===== src/rtl/rst_wdog_pkg.sv =====
// Shared state encoding and default parameter values for the reset sequencer / run watchdog.
package rst_wdog_pkg;

  typedef enum logic [2:0] {
    HOLD    = 3'd0,
    STAGGER = 3'd1,
    RUN     = 3'd2,
    SETTLE  = 3'd3,
    PASS    = 3'd4,
    TIMEOUT = 3'd5
  } state_t;

  localparam int DEF_NUM_DOMAINS    = 4;
  localparam int DEF_HOLD_CYCLES    = 5;
  localparam int DEF_STAGGER_CYCLES = 2;
  localparam int DEF_SETTLE_CYCLES  = 10;
  localparam int DEF_TIMEOUT_CYCLES = 1000;
  localparam int DEF_CNT_W          = 16;

endpackage


===== src/rtl/rst_wdog_ctrl.sv =====
// Reset sequencer: holds all domain resets, releases them in a staggered order,
// waits for test_done plus a settle window, and guards the whole run with a cycle watchdog.
module rst_wdog_ctrl
  import rst_wdog_pkg::*;
#(
  parameter int NUM_DOMAINS    = DEF_NUM_DOMAINS,
  parameter int HOLD_CYCLES    = DEF_HOLD_CYCLES,
  parameter int STAGGER_CYCLES = DEF_STAGGER_CYCLES,
  parameter int SETTLE_CYCLES  = DEF_SETTLE_CYCLES,
  parameter int TIMEOUT_CYCLES = DEF_TIMEOUT_CYCLES,
  parameter int CNT_W          = DEF_CNT_W
) (
  input  logic                   clk,
  input  logic                   reset,
  input  logic                   sw_reset_req,
  input  logic                   test_done,
  output logic [NUM_DOMAINS-1:0] rst_out,
  output logic                   all_released,
  output logic                   busy,
  output logic                   pass,
  output logic                   timeout,
  output logic [CNT_W-1:0]       cycle_count,
  output state_t                 state_dbg
);

  localparam int IDX_W = (NUM_DOMAINS > 1) ? $clog2(NUM_DOMAINS) : 1;

  localparam logic [CNT_W-1:0] HOLD_LAST   = CNT_W'(HOLD_CYCLES - 1);
  localparam logic [CNT_W-1:0] STAG_LAST   = CNT_W'((STAGGER_CYCLES > 0) ? STAGGER_CYCLES - 1 : 0);
  localparam logic [CNT_W-1:0] SETTLE_LAST = CNT_W'(SETTLE_CYCLES - 1);
  localparam logic [CNT_W-1:0] WD_LIMIT    = CNT_W'(TIMEOUT_CYCLES);
  localparam logic [CNT_W-1:0] CNT_MAX     = '1;
  localparam logic [IDX_W-1:0] LAST_IDX    = IDX_W'(NUM_DOMAINS - 1);
  localparam bit               SKIP_STAG   = (NUM_DOMAINS == 1) || (STAGGER_CYCLES == 0);

  if (TIMEOUT_CYCLES <= HOLD_CYCLES + (NUM_DOMAINS - 1) * STAGGER_CYCLES) begin : g_chk_timeout
    $error("rst_wdog_ctrl: TIMEOUT_CYCLES must exceed the full release sequence length");
  end
  if (CNT_W < $clog2(TIMEOUT_CYCLES + 1)) begin : g_chk_cnt_w
    $error("rst_wdog_ctrl: CNT_W too small to hold TIMEOUT_CYCLES");
  end
  if ((NUM_DOMAINS < 1) || (HOLD_CYCLES < 1) || (SETTLE_CYCLES < 1)) begin : g_chk_ranges
    $error("rst_wdog_ctrl: NUM_DOMAINS, HOLD_CYCLES and SETTLE_CYCLES must be >= 1");
  end

  state_t           state;
  logic [CNT_W-1:0] phase;
  logic [IDX_W-1:0] idx;

  logic [CNT_W-1:0] phase_inc;
  logic [CNT_W-1:0] wd_inc;
  logic             active;
  logic             wd_expire;

  // Both counters saturate rather than wrap.
  always_comb begin
    phase_inc = (phase == CNT_MAX) ? phase : phase + CNT_W'(1);
    wd_inc    = (cycle_count == CNT_MAX) ? cycle_count : cycle_count + CNT_W'(1);
    active    = (state == HOLD) || (state == STAGGER) || (state == RUN) || (state == SETTLE);
    wd_expire = active && (wd_inc >= WD_LIMIT);
  end

  assign state_dbg = state;

  // sw_reset_req and test_done are level-sampled on each rising edge; a single-cycle
  // high pulse is enough, and there is no acknowledge back to the requester.
  always_ff @(posedge clk or negedge reset) begin
    if (!reset) begin
      state        <= HOLD;
      rst_out      <= '1;
      all_released <= 1'b0;
      busy         <= 1'b1;
      pass         <= 1'b0;
      timeout      <= 1'b0;
      cycle_count  <= '0;
      phase        <= '0;
      idx          <= '0;
    end else if (sw_reset_req) begin
      state        <= HOLD;
      rst_out      <= '1;
      all_released <= 1'b0;
      busy         <= 1'b1;
      pass         <= 1'b0;
      timeout      <= 1'b0;
      cycle_count  <= '0;
      phase        <= '0;
      idx          <= '0;
    end else begin
      if (active) cycle_count <= wd_inc;
      // Expiry pre-empts every state action, so timeout beats a simultaneous pass.
      if (wd_expire) begin
        state        <= TIMEOUT;
        timeout      <= 1'b1;
        busy         <= 1'b0;
        all_released <= 1'b0;
        rst_out      <= '1;
      end else begin
        case (state)
          HOLD: begin
            if (phase == HOLD_LAST) begin
              phase <= '0;
              if (SKIP_STAG) begin
                rst_out      <= '0;
                all_released <= 1'b1;
                state        <= RUN;
              end else begin
                rst_out[0] <= 1'b0;
                idx        <= IDX_W'(1);
                state      <= STAGGER;
              end
            end else begin
              phase <= phase_inc;
            end
          end
          STAGGER: begin
            if (phase == STAG_LAST) begin
              phase   <= '0;
              rst_out <= rst_out & ~(NUM_DOMAINS'(1) << idx);
              if (idx == LAST_IDX) begin
                all_released <= 1'b1;
                state        <= RUN;
              end else begin
                idx <= idx + IDX_W'(1);
              end
            end else begin
              phase <= phase_inc;
            end
          end
          RUN: begin
            if (test_done) begin
              phase <= '0;
              state <= SETTLE;
            end
          end
          SETTLE: begin
            if (phase == SETTLE_LAST) begin
              state <= PASS;
              pass  <= 1'b1;
              busy  <= 1'b0;
            end else begin
              phase <= phase_inc;
            end
          end
          default: begin
          end
        endcase
      end
    end
  end

endmodule


===== config.mk =====
export PLATFORM = sky130hd
export DESIGN_NAME = rst_wdog_ctrl
export DESIGN_NICKNAME = d
export VERILOG_FILES = /design/src/rtl/rst_wdog_pkg.sv /design/src/rtl/rst_wdog_ctrl.sv
export SDC_FILE = /design/constraint.sdc
export NUM_CORES = 1
export LEC_CHECK = 0
export ABC_AREA = 1
export BUFFER_PORTS_ARGS = -buffer_cell sky130_fd_sc_hd__buf_2
export CELL_PAD_IN_SITES_DETAIL_PLACEMENT = 1
export CELL_PAD_IN_SITES_GLOBAL_PLACEMENT = 2
export CORE_UTILIZATION = 30
export DETAILED_ROUTE_END_ITERATION = 12
export GPL_TIMING_DRIVEN = 0
export PLACE_DENSITY_LB_ADDON = 0.08
export SYNTH_ARGS = -nofsm -noshare
export SYNTH_HDL_FRONTEND = slang
export SYNTH_SLANG_ARGS = --single-unit

===== constraint.sdc =====
create_clock -name clk -period 2.3 [get_ports clk]
set_input_delay 0.23 -clock clk [delete_from_list [all_inputs] [get_ports clk]]
set_output_delay 0.23 -clock clk [all_outputs]
set_load 0.01 [all_outputs]

==> results.yml <==
status:
  status: "finished clean"
critical_path:
  start_kind: "register"
  crit_type: "register to register"
  worstPathRequired_ns: 2.50
  cp-end-kind: "register"
  crit_fanout: 7
  arrival_ns: 2.39
sta:
  slew_viol_final: 0
  rsz0062_at_grt: "true"
  max_freq_mhz: 456
  fin_crit_sh_pct: 95.4
  finClkSkew_ns: 0.0124
  setup_viol: 0
  worst_slew_pin_slew_ns: 1.13
  hold_viol: 0
  period_needed_ns: 2.19
  slew_headroom_pct: 24.8
final_layout:
  layout-drive-gt1-share_pct: 25.9
  antenna_cells: 0
  stdcell_count: 641
  final_util_pct: 38.0
  final_nets: 516
  syn_to_final_growth_pct: 22.8
synth:
  synth_cell_types: 36
  synthFlopType: "dfrtp_1"
  synthCells: 449
  async_flop_share_pct: 100
  syn_area_mm2: 0.00318
  ys_ff_latch: 45
  yosys-top-cells-area: "dfrtp_1 31%, nand2_1 14%, nand3_1 6.9%, inv_1 6.0%, nor2_1 5.0%"
  synth_edf_count: 0
  avgSynthCellArea_um2: 7.08
  seq_area_frac_synth_pct: 35.6
  yosys.area.top_type: "dfrtp_1"
  yosys_warnings: 0
  synth_nets: 461
  synth_top_area_share_pct: 31.5
detailed_routing:
  route.met2.wl_um: 4870
  top_layer: "met4"
  drc: 0
  routedWlPerCell_um: 15.5
  wl_met1_um: 4840
  drt-total-wl_um: 9910
  vias: 3107
  met3WireLength_um: 131
  drt_pass1_iterations: 4
  routed_via_density: 4.85
  dr.first_iter.drc_count: 83
  ant_nets: 0
hold_path:
  hold_path.class: "input pin to asynchronous set/reset pin"
clock_tree:
  clk_pin_slew_ns: 0.10
  insertion_delay_ns: 0.31
  cts_sinks: 45
  clk_path_buf_depth: 2
  cts_tree: "yes"
  clk_root_buffer_cell: "clkbuf_8"
  htreeDepth: 2
  cts_hold_buf: 0
  cts-buffers-inserted: 5
placed_design:
  port_buffers: 29
  gp_congestion: 0.802
  place_inst: 614
  hpwl_um: 7130
global_routing:
  antenna_found_initial: 0
  grt_overflow: 0
  grt_max_degree: 46
  grt_use_total_pct: 18.7
  grt_pass1_vias: 3117
  grt_pass1_wl_um: 16200
floorplan:
  pin_count: 31
  rows: 37
  coreArea_mm2: 0.0103
  start_util_pct: 30.9
  die_y_um: 105
  dieArea_mm2: 0.0110
  fp.dieW_um: 105
power:
  power.density_mw_per_mm2: 525
  peakVddDrop_uv: 283
  p_leak_nw: 1.90
flow_run:
  max-cap-violations: 0
## routing by layer
metal / vias to the layer above / track usage, %
li1: 1569 / -
met1: 1509 / 25.0
met2: 23 / 32.4
met3: 6 / 2.50
met4: 0 / 3.72
met5: - / 0
## synth_stat cells, types with 3 or more instances
library cell and n:
clkbuf_1 4, nand4_1 14, dfrtp_1 40, o21ai_0 17
nand2_2 13, nor2_2 4, buf_2 5, inv_2 3
nand2_1 117, nor4_1 4, a21oi_1 21, inv_1 51
nand3_1 44, dfstp_2 5, nor3_1 9, ha_1 8
nand2_4 3, o22ai_1 8, xor2_1 14, nor2_1 42
## report_power, final
part	internal (mW)	switching (mW)	total, mW
clock network	0.217	0.319	0.536
logic	0.208	0.374	0.582
registers	0.854	0.0744	0.929
total	1.28	0.768	2.05
## area by class of cell
type / count / area, µm²
repair buffers: 48 / 305
well taps: 136 / 170
clock buffers: 5 / 68.8
inverters: 57 / 226
plain buffers: 11 / 73.8
fillers: 1304 / 6380
flip-flops and latches: 45 / 1140
multi-input cells: 336 / 1890
clock inverters: 3 / 21.3
## state kept, by name (all words and copies together) (netlist names)
register	count
all_released	1
busy	1
cycle_count	16
idx	2
pass	1
phase	16
rst_out	4
state_dbg	3
timeout	1
## cell usage in the layout, fill, tap and decap left out, types with 2 or more instances in the layout
| cell | synthesis | layout |
|---|---|---|
| xor2_1 | 14 | 14 |
| nor4_1 | 4 | 4 |
| clkbuf_8 | 0 | 5 |
| nand2_8 | 2 | 3 |
| a31oi_1 | 2 | 2 |
| nand2_4 | 3 | 6 |
| nand3_1 | 44 | 42 |
| o21ai_0 | 17 | 14 |
| o21ai_1 | 1 | 3 |
| nor2_1 | 42 | 36 |
| buf_4 | 1 | 19 |
| inv_1 | 51 | 51 |
| nor2_2 | 4 | 7 |
| clkinv_1 | 2 | 2 |
| nor3_1 | 9 | 8 |
| o21bai_1 | 2 | 2 |
| nor2_4 | 2 | 5 |
| dfrtp_1 | 40 | 32 |
| a21oi_1 | 21 | 20 |
| dfrtp_2 | 0 | 8 |
| nand4_1 | 14 | 14 |
| nand3_4 | 2 | 2 |
| nand2_1 | 117 | 108 |
| o22ai_1 | 8 | 8 |
| clkbuf_1 | 4 | 4 |
| nand2_2 | 13 | 18 |
| inv_2 | 3 | 3 |
| buf_2 | 5 | 33 |
| ha_1 | 8 | 7 |
| dfstp_2 | 5 | 5 |
| nand3_2 | 2 | 4 |
## cell families after synthesis
logic type	after synthesis	synth area share, %
adder cells (fa/ha/maj)	8	3.15
AND/OR/NAND/NOR	262	39.8
XOR/XNOR	14	3.86
flip-flops	45	35.6
buffers and inverters	68	8.74
AO/OA/AOI/OAI	52	8.82
## path summary, 6_finish.rpt
| kind | startpoint | to | slack [ns] | cells after the start |
|---|---|---|---|---|
| worst max register to register | cycle_count[1] | phase[9] | 0.11 | 15 |
| min in group clk | sw_reset_req | pass | 0.35 | 2 |
| max in group asynchronous | reset | cycle_count[6] | 1.41 | 1 |
| worst min-delay path | reset | cycle_count[12] | 0.14 | 1 |
| worst max-delay path | cycle_count[1] | phase[9] | 0.11 | 15 |
| worst min register to register | rst_out[0] | rst_out[0] | 0.47 | 2 |
## timing repair
| action | CTS | global route |
|---|---|---|
| pin swaps | 4 | 10 |
| setup endpoints to repair | 27 | 27 |
| gates resized for setup | 16 | 31 |
| cloned | 0 | 1 |
| setup buffers | 8 | 10 |
## through the flow
step	worst slack, ns	setup TNS, ns	hold slack (ns)	power, mW	cell area, µm²
floorplan	0.0756	0	-0.0656	1.29	3180
global placement	-0.415	-8.04	0.450	1.47	3490
detailed placement	-0.381	-7.61	0.454	1.48	3490
CTS	-0.0168	-0.0168	0.184	2.05	3700
global route	-0.0478	-0.479	0.234	2.21	3900
finish	0.105	0	0.139	2.05	3900
## worst max-delay path, stage by stage (launching register included)
cell and delay [ns]:
dfrtp_2 0.41, ha_4 0.17, nand3_4 0.12, nor2_4 0.16, nand4_1 0.11, nand2_1 0.10, nand3_2 0.09, nor2_2 0.14
nand3_2 0.14, nand2_4 0.11, nand2_4 0.07, nand2_8 0.10, nand2_8 0.10, clkbuf_16 0.18, nand2_2 0.05, nand2_1 0.04
(Power assumes the default switching activity.)
